<file path="config.mk">
export PLATFORM = sky130hd
export DESIGN_NAME = pingpong_transpose
export DESIGN_NICKNAME = d
export VERILOG_FILES = /design/src/rtl/pingpong_transpose.sv
export SDC_FILE = /design/constraint.sdc
export NUM_CORES = 1
export LEC_CHECK = 0
export BUFFER_PORTS_ARGS = -buffer_cell sky130_fd_sc_hd__buf_2
export CAP_MARGIN = 25
export CORE_ASPECT_RATIO = 1.2
export CORE_MARGIN = 3
export CORE_UTILIZATION = 62
export DETAILED_ROUTE_END_ITERATION = 8
export GPL_ROUTABILITY_DRIVEN = 1
export GPL_TIMING_DRIVEN = 1
export PLACE_DENSITY = 0.8
export RECOVER_POWER = 100
export SETUP_SLACK_MARGIN = 0.5
export SKIP_CTS_REPAIR_TIMING = 1
export SLEW_MARGIN = 20
export SYNTH_ARGS = -nofsm -noshare
export SYNTH_HDL_FRONTEND = slang
export SYNTH_SLANG_ARGS = --single-unit
</file>
<file path="constraint.sdc">
create_clock -name clk -period 14.25 [get_ports clk]
set_input_delay 1.425 -clock clk [delete_from_list [all_inputs] [get_ports clk]]
set_output_delay 1.425 -clock clk [all_outputs]
set_load 0.03 [all_outputs]
</file>
<file path="src/rtl/pingpong_transpose.sv">
// pingpong_transpose: two-bank 8x8 transpose buffer, rows in, columns out, with valid/ready on both sides
module pingpong_transpose #(
  parameter int W = 12,
  parameter int N = 8
) (
  input  logic           clk,
  input  logic           rstn,
  input  logic           in_valid,
  output logic           in_ready,
  input  logic [N*W-1:0] in_row,
  output logic           out_valid,
  input  logic           out_ready,
  output logic [N*W-1:0] out_col,
  output logic           out_last
);
  localparam int CW = $clog2(N);
  typedef enum logic [1:0] {EMPTY, FILLING, FULL, DRAINING} state_t;
  state_t         st_q [2];
  state_t         st_d [2];
  logic           wb_q, wb_d, rb_q, rb_d;
  logic [CW-1:0]  wr_cnt_q, wr_cnt_d, rd_cnt_q, rd_cnt_d;
  logic [N*W-1:0] bank_q [2][N];
  logic           acc, take;
  assign in_ready  = (st_q[wb_q] == EMPTY) || (st_q[wb_q] == FILLING);
  assign out_valid = (st_q[rb_q] == FULL) || (st_q[rb_q] == DRAINING);
  assign out_last  = out_valid && (rd_cnt_q == CW'(N - 1));
  assign acc       = in_valid && in_ready;
  assign take      = out_valid && out_ready;
  // Bank state and pointers advance; accept and take always hit different banks
  always_comb begin
    st_d     = st_q;
    wb_d     = wb_q;
    rb_d     = rb_q;
    wr_cnt_d = wr_cnt_q;
    rd_cnt_d = rd_cnt_q;
    if (acc) begin
      st_d[wb_q] = FILLING;
      wr_cnt_d   = wr_cnt_q + CW'(1);
      if (wr_cnt_q == CW'(N - 1)) begin
        st_d[wb_q] = FULL;
        wr_cnt_d   = '0;
        wb_d       = ~wb_q;
      end
    end
    if (take) begin
      st_d[rb_q] = DRAINING;
      rd_cnt_d   = rd_cnt_q + CW'(1);
      if (rd_cnt_q == CW'(N - 1)) begin
        st_d[rb_q] = EMPTY;
        rd_cnt_d   = '0;
        rb_d       = ~rb_q;
      end
    end
  end
  // Control registers; a reset discards any partial block
  always_ff @(posedge clk) begin
    if (!rstn) begin
      st_q     <= '{EMPTY, EMPTY};
      wb_q     <= 1'b0;
      rb_q     <= 1'b0;
      wr_cnt_q <= '0;
      rd_cnt_q <= '0;
    end else begin
      st_q     <= st_d;
      wb_q     <= wb_d;
      rb_q     <= rb_d;
      wr_cnt_q <= wr_cnt_d;
      rd_cnt_q <= rd_cnt_d;
    end
  end
  // Coefficient storage is deliberately left unreset
  always_ff @(posedge clk) begin
    if (acc) bank_q[wb_q][wr_cnt_q] <= in_row;
  end
  // Column gather: element r comes from row r of the draining bank, forced to zero when idle
  always_comb begin
    out_col = '0;
    for (int r = 0; r < N; r++)
      out_col[r*W +: W] = out_valid ? bank_q[rb_q][r][rd_cnt_q*W +: W] : '0;
  end
endmodule
</file>
==> impl_metrics.json <==
{
  "tightest_slew_ns": 4.84,
  "path_delay_family": "buffers and inverters",
  "grt_overflow": 0,
  "groute.usage.overall_pct": 28.3,
  "max_slew_margin_pct": -222,
  "start_kind": "register",
  "p_leak_nw": 19.5,
  "hold_class": "register to register",
  "crit_fanout": 113,
  "place_hpwl_um": 71600,
  "dieHeight_um": 345,
  "synth_edf_count": 1536,
  "power.density_nw_per_um2": 136,
  "setup_viol": 0,
  "placementRows": 123,
  "antenna_found_initial": 19,
  "worst-path-buf-inv": 4,
  "grt_max_degree": 177,
  "async_reset_ff_share_pct": 0,
  "syn_avg_cell_area_um2": 24.5,
  "totalWireLength_um": 138000,
  "clk-insertion-delay-late_ns": 0.75,
  "max_cap_violations": 39,
  "tns_ns": 0,
  "maxSlewViolCount": 1568,
  "crit_type": "register to output port",
  "cp_common_cell": "clkbuf_1",
  "holdWs_ns": 0.553,
  "cts_root_buf": "clkbuf_16",
  "port_buffers": 198,
  "grt_pass1_vias": 28700,
  "power_mw": 8.91,
  "cp.arrival_ns": 7.59,
  "r2r_start": "wb_q",
  "violations": "capacitance limit, slew limit",
  "postRouteAntennaNets": 0,
  "crit_chain": "clkbuf_1 > buf_4 > buf_12 > mux4_1 > mux2i_1 > o22ai_1 > clkbuf_1",
  "die_w_um": 288,
  "final-hold-violation-count": 0,
  "start_util_pct": 62.9,
  "cts_num_sinks": 1547,
  "clockBufferDepth": 3,
  "critPathCaptureType": "output port",
  "slowest_stage": "clkbuf_1",
  "fillers": 5255,
  "fmax_ghz": 0.111,
  "die_area_um2": 99400,
  "utilization_pct": 69.5,
  "cts_buffers": 138,
  "viasPerCell": 6.93,
  "drt-pass1-iter-count": 5,
  "rsz0062_at_grt": "false",
  "layout-drive-gt1-share_pct": 16.9,
  "max_stage_delay_ns": 2.65,
  "netlist_area_um2": 59300,
  "syn_inst": 2419,
  "h-tree-depth": 4,
  "gp_congestion": 0.767,
  "finalCritPeriodShare_pct": 63.2,
  "io_pins": 199,
  "grt_pass1_wl_um": 201000,
  "critical_path_required_ns": 12.82,
  "cts_tree": "built",
  "clock_skew_ns": 0.0225,
  "period_needed_ns": 9.01,
  "ir_worst_vdd_v": 0.0000964,
  "drcViolationCount": 0,
  "nets": 2774,
  "yosysUniqueCellTypes": 35,
  "synth-seq-cells": 1547,
  "vias": 28000,
  "path_clk_slew_ns": 0.06,
  "status": "finished, violations left",
  "yosysWarnings": 0,
  "syn_to_final_growth_pct": 10.4,
  "drt_iter0_drc": 3388,
  "wire_per_inst_um": 34.2,
  "ys.flop_type": "edfxtp_1",
  "design.core.area_um2": 94300,
  "synthesis.nets": 2523,
  "ys_seq_area_share_pct": 78.1,
  "hold_path_startpoint": "rb_q"
}
-- report_power, final --
part | total (mW) | switching, mW | internal [mW] | leakage (nW)
clock | 3.69 | 1.60 | 2.09 | 2.17
sequential | 5.07 | 0.0128 | 5.05 | 14.0
combinational | 0.154 | 0.123 | 0.0314 | 3.33
-- metal layers --
metal | up-vias | track usage [%] | share of wire [%]
met4 | 12 | 10.5 | 3.9
met2 | 1946 | 44.9 | 50
met3 | 305 | 5.44 | 11
met1 | 14600 | 40.1 | 36
met5 | - | 0 | 0.056
li1 | 11100 | - | -
-- synth_stat cells (all sizes together), types with 2 or more instances --
cell / n / area share, %
o22ai: 96 / 1.0
mux2: 2 / 0.038
nand2b: 2 / 0.021
mux4: 384 / 15
a31oi: 2 / 0.021
mux2i: 192 / 3.2
and4: 2 / 0.030
nor2: 12 / 0.076
ha: 4 / 0.084
inv: 7 / 0.044
o21a: 4 / 0.051
edfxtp: 1536 / 78
buf: 115 / 1.4
a21oi: 5 / 0.042
nand4b: 3 / 0.044
nor4: 4 / 0.042
clkbuf: 16 / 0.10
dfxtp: 11 / 0.37
nand3: 2 / 0.017
o21ai: 3 / 0.025
a21boi: 3 / 0.038
nor4b: 2 / 0.030
nand2: 4 / 0.025
-- worst paths after layout --
| kind | endpoint | slack (ns) | cells past startpoint |
|---|---|---|---|
| worst max-delay path | out_col[49] | 5.24 | 7 |
| worst max register to register | bank_q[1][421] | 6.63 | 6 |
| worst min register to register | register | 0.55 | 2 |
| worst min-delay path | register | 0.55 | 2 |
-- sequential cells by signal, summed over array words and instances, names as in the netlist, named ones only --
name	count
bank_q	1536
rb_q	1
rd_cnt_q	3
st_q	2
wb_q	1
wr_cnt_q	3
-- worst min-delay path: stages (launching register included) --
cell	delay, ns
dfxtp_1	0.34
o31ai_1	0.10
a21oi_1	0.07
-- cells in the final DEF, fill, tap and decap left out, types with 2 or more instances in the layout --
cell type / n
nand2_1: 3
buf_12: 5
edfxtp_1: 1536
buf_2: 8
nor2_1: 12
inv_6: 5
nand4b_1: 3
ha_1: 4
mux4_1: 125
buf_4: 5
clkinv_8: 2
a21oi_1: 5
nand3_1: 2
o21ai_0: 3
o21a_1: 4
inv_1: 7
a31oi_1: 2
mux4_2: 259
and4_1: 2
dfxtp_4: 2
clkbuf_8: 2
a21boi_0: 3
nor4_1: 4
o22ai_1: 96
clkinvlp_4: 3
clkbuf_1: 249
dfxtp_1: 9
nor4b_1: 2
clkbuf_16: 147
mux2_1: 2
clkinv_2: 15
mux2i_1: 192
bufinv_16: 11
diode_2: 11
clkinv_1: 33
-- kinds of logic after synthesis --
kind of cell / count (synthesis) / synth area share [%]
and+or+nand+nor: 37 / 0.348
buffers and inverters: 138 / 1.58
DFF: 1547 / 78.1
adders and majority gates: 4 / 0.0844
muxes: 578 / 18.6
AOI/OAI and AO/OA: 115 / 1.22
-- stage by stage --
| stage | setup WS [ns] | instances | instance area [µm²] |
|---|---|---|---|
| 2_1_floorplan | 2.55 | 2419 | 59300 |
| 3_3_place_gp | 8.14 | 3776 | 61500 |
| 3_5_place_dp | 7.99 | 3776 | 61500 |
| 4_1_cts | 7.17 | 4022 | 65900 |
| 5_1_grt | 4.45 | 4033 | 65500 |
| 6_report | 5.24 | 4037 | 65500 |
-- cell type report --
class                   instances  area, µm²  area share (%)
well taps                    1250       1560            2.39
multi-input cells             734      12100            18.4
inverters                       7       26.3          0.0401
diodes                         11       27.5          0.0420
clock inverters                71        648           0.989
flip-flops and latches       1547      46400            70.7
repair buffers                242       1040            1.59
clock buffers                 175       3800            5.81
Power figures use the tool's default switching activity.
